$ cat config.mk
export PLATFORM = sky130hd
export DESIGN_NAME = spi_stabilizer
export DESIGN_NICKNAME = d
export VERILOG_FILES = /design/src/rtl/spi_stabilizer.sv
export SDC_FILE = /design/constraint.sdc
export NUM_CORES = 1
export LEC_CHECK = 0
export ABC_AREA = 0
export ABC_CLOCK_PERIOD_IN_PS = 1300
export CAP_MARGIN = 10
export CORE_AREA = 2 2 39 41
export DETAILED_ROUTE_END_ITERATION = 10
export DIE_AREA = 0 0 41 43
export MAX_ROUTING_LAYER = met4
export PLACE_DENSITY = 0.53
export SYNTH_ARGS = -nofsm -noshare
export SYNTH_HDL_FRONTEND = slang
export SYNTH_SLANG_ARGS = --single-unit
$ cat constraint.sdc
create_clock -name CLK -period 1.3 [get_ports CLK]
set_input_delay 0.26 -clock CLK [delete_from_list [all_inputs] [get_ports CLK]]
set_output_delay 0.26 -clock CLK [all_outputs]
set_load 0.005 [all_outputs]
$ cat src/rtl/spi_stabilizer.sv
// SPI power-up clock detector: counts consecutive SCLK edges with CS and MOSI high.
// Define SPI_STABILIZER_COUNT_OUT_EN to expose the qualifying-edge counter as ClockCount.
module spi_stabilizer #(
    parameter int REQUIRED_CLOCKS = 74,
    parameter int CNT_WIDTH       = 7
) (
    input  logic                 CLK,
    input  logic                 reset,
    input  logic                 MOSI,
    input  logic                 CS,
`ifdef SPI_STABILIZER_COUNT_OUT_EN
    output logic [CNT_WIDTH-1:0] ClockCount,
`endif
    output logic                 IsInitialized
);

    localparam logic [CNT_WIDTH-1:0] LAST_CNT = CNT_WIDTH'(REQUIRED_CLOCKS - 1);

    typedef enum logic {
        ST_WAIT = 1'b0,
        ST_INIT = 1'b1
    } state_t;

    state_t               state_q, state_d;
    logic [CNT_WIDTH-1:0] cnt_q, cnt_d;
    logic                 qualify;

    always_ff @(posedge CLK) begin
        if (reset) begin
            state_q <= ST_WAIT;
            cnt_q   <= '0;
        end else begin
            state_q <= state_d;
            cnt_q   <= cnt_d;
        end
    end

    // Once initialized the counter simply holds, which leaves it saturated at REQUIRED_CLOCKS.
    always_comb begin
        state_d = state_q;
        cnt_d   = cnt_q;
        qualify = CS & MOSI;
        if (state_q == ST_WAIT) begin
            if (qualify) begin
                cnt_d = cnt_q + CNT_WIDTH'(1);
                if (cnt_q == LAST_CNT) begin
                    state_d = ST_INIT;
                end
            end else begin
                cnt_d = '0;
            end
        end
    end

    assign IsInitialized = (state_q == ST_INIT);

`ifdef SPI_STABILIZER_COUNT_OUT_EN
    assign ClockCount = cnt_q;
`endif

endmodule

==> results.tsv <==
stage	metric	value	unit
logic_synthesis	Netlist cell types	19	
final_layout	Final #Nets	57	
pwr	Psw	0.000104	W
timing	endpoints failing setup	0	
timing	Setup TNS Final	0	ns
pwr	sequential share of power	53.1	%
die	die height	43	um
place	Final Wtd Congestion	0.697	
die	DIE WIDTH	41	um
logic_synthesis	most common cell in the netlist	dfxtp_1	
critical_path	slowest cell on the critical path	dfxtp_2	
min_path	Hold WC Path Type	register to register	
logic_synthesis	Synth Instances	42	
die	# IOs	5	
final_layout	n_diodes	0	
pwr	switch share	22.0	%
logic_synthesis	Synth Cell Area	399	sq um
logic_synthesis	Seq/Total Area, Yosys	40.1	%
global_routing	vias in the first global route	268	
die	Core Box Area	1380	sq um
logic_synthesis	synthesized area per cell	9.50	sq um
logic_synthesis	yosys warns	0	
detailed_routing	Detailed Routing Iterations Pass 1	4	
timing	Max-slew headroom	83.8	%
timing	setup ws final	0.0921	ns
logic_synthesis	Yosys top cell area share	40.1	%
timing	final worst-path cycle share	92.9	%
clocking	Sink Count	8	
timing	skew final	0.00387	ns
critical_path	Arr. time, crit path	1.36	ns
global_routing	Total Routing Usage GR	11.5	%
run	max cap viols	0	
die	Die ar.	1760	sq um
timing	Final Slew Violations	0	
timing	fmax	828	MHz
clocking	CTS hold repair buffers	0	
timing	Hold Fails Final Rpt	0	
clocking	Clk Latency, worst-skew pair	0.26	ns
pwr	Leak Pwr	0.206	nW
run_status	outcome	finished clean	
clocking	clock root cell	clkbuf_4	
clocking	H-tree levels	1	
critical_path	crit start category	register	
place	number of port buffers	4	
logic_synthesis	Primary FF master, synth	dfxtp_1	
timing	Slew @ Worst Pin	0.243	ns
logic_synthesis	Yosys top cell by area	dfxtp_1	
logic_synthesis	top cells by area, synth	dfxtp_1 40%, nor2_1 6.6%, xor2_1 6.6%, ha_1 6.3%, nand4b_4 6.0%	
pwr	Comb power frac	4.7	%
logic_synthesis	most instantiated cells after synthesis	8 x dfxtp_1, 7 x nor2_1, 4 x a21oi_1	
timing	Fin Hold WS	0.509	ns
pwr	clock share of power	42.2	%
logic_synthesis	Async S/R FF share, synth	0	%
clocking	total CTS buffers	3	
detailed_routing	WL final	771	um
critical_path	Worst Path Required	1.45	ns
detailed_routing	antenna violation net count after detailed routing	0	
pwr	Int Power	0.000367	W
detailed_routing	Detailed Route Iter0 Violations	2	
detailed_routing	DRC violations left	0	
timing	RSZ-0062 raised after global routing	no	
detailed_routing	Routed met2 length	350	um
detailed_routing	M1 WL	349	um
pwr	peak supply drop	0.000453	V
critical_path	critical path cell sequence	inv_1 > ha_1 > and4b_1 > a41oi_2 > nor2_1	
detailed_routing	Detail Route met3 WL	38	um
clocking	clk slew on worst S/H paths	0.06	ns
global_routing	largest net degree at the start of global routing	8	
clocking	CTS tree	yes	
critical_path	worst-path maximum fanout	4	
detailed_routing	routed vias	307	
die	# rows	14	
logic_synthesis	Post-synth EDFFs	0	
place	dpl hpwl	526	um
critical_path	CP max stage delay	0.38	ns
critical_path	Setup Crit Path Kind	register to register	
timing	minimum clock period	1.21	ns
pwr	pwr dens	952	nW/um^2
die	Starting Density	28.8	%
detailed_routing	wire length per cell	11.9	um
global_routing	first-pass GRT wire length	1.21	mm
detailed_routing	Vias/cell	4.72	
clocking	Max clock buf depth	2	
critical_path	CP endpoint kind	register	
clocking	number of setup buffers added after CTS	0	
final_layout	layout cells sized above 1	30.6	%
detailed_routing	Highest Signal Layer	met4	
place	pre-CTS setup slack	-0.0429	ns
final_layout	Layout area overhead	23.8	%
global_routing	initial antenna violation count	0	
logic_synthesis	Syn Nets	48	
logic_synthesis	#FFs+latches synth	8	
global_routing	total gr overflow	0	
## worst paths after layout
check / startpoint / end / slack (ns) / cells past startpoint
worst max-delay path: cnt_q[1] / IsInitialized / 0.09 / 5
worst min register to register: cnt_q[6] / cnt_q[6] / 0.51 / 2
worst max register to register: cnt_q[1] / IsInitialized / 0.09 / 5
worst min-delay path: cnt_q[6] / cnt_q[6] / 0.51 / 2
## per-layer routing
metal | vias up | GRT usage (%)
met3 | 5 | 4.71
met5 | - | -
met1 | 133 | 14.9
li1 | 160 | -
met2 | 9 | 12.8
met4 | 0 | 10.0
## power by group through the flow
stage	registers, W	logic, W	clock network, W
after floorplan	0.000255	0.00000834	0
after global placement	0.000255	0.0000215	0
after detailed placement	0.000255	0.0000217	0
after CTS	0.000249	0.0000219	0.000201
after global routing	0.000250	0.0000243	0.000219
final	0.000250	0.0000221	0.000199
## placed cells by master (no fill, tap or decap)
cell type and n:
a41oi_2 1, a21oi_1 4, a21oi_2 1, nor2_1 7, ha_1 1, xor2_1 3
nand4b_1 1, dfxtp_2 3, dlygate4sd2_1 1, inv_1 1, clkdlybuf4s50_1 3, o21ai_0 2
clkbuf_4 3, and4b_1 1, or2_2 2, nand4b_4 1, nand4_1 1, buf_4 2
dfxtp_1 5, ha_2 1, or3_1 2, nand2b_4 1, nand2_1 2
## through the flow
step | total power, W | instance area, sq um | utilization (%) | std cells
floorplan | 0.000263 | 399 | - | 42
global placement | 0.000276 | 459 | 33.2 | 62
detailed placement | 0.000276 | 459 | 33.2 | 62
CTS | 0.000472 | 482 | 34.8 | 65
global route | 0.000493 | 494 | 35.7 | 65
finish | 0.000470 | 494 | 35.7 | 65
## worst max-delay path: cells and delay by family, from the launching register on
kind	cells	cell delay, ns
and+or+nand+nor	2	0.28
AOI/OAI and AO/OA	1	0.22
adders and majority gates	1	0.16
buffers and inverters	1	0.05
DFF	1	0.38
## flip-flops by register name, summed over array words and instances, names as in the netlist
signal         flops
IsInitialized      1
cnt_q              7
## layout make-up
class                   count  area (sq um)
repair buffers              6          53.8
multi-input cells          31           230
well taps                  16          20.0
fillers                   139           890
inverters                   1          3.75
flip-flops and latches      8           164
clock buffers               3          22.5
## kinds of logic after synthesis
kind of cell | after synthesis | synth area share (%)
flip-flops | 8 | 40.1
XOR/XNOR | 3 | 6.58
AND/OR/NAND/NOR | 18 | 30.4
AO/OA/AOI/OAI | 8 | 11.9
adder cells (fa/ha/maj) | 2 | 6.27
buffers and inverters | 3 | 4.70
## what timing repair did
action	4_1_cts	5_1_grt
endpoints found under the hold margin	0	0
pin swaps	0	0
setup endpoints to repair	1	4
cloned	0	0
resized for setup	2	4
No activity file was read; power rests on OpenSTA's default activity.
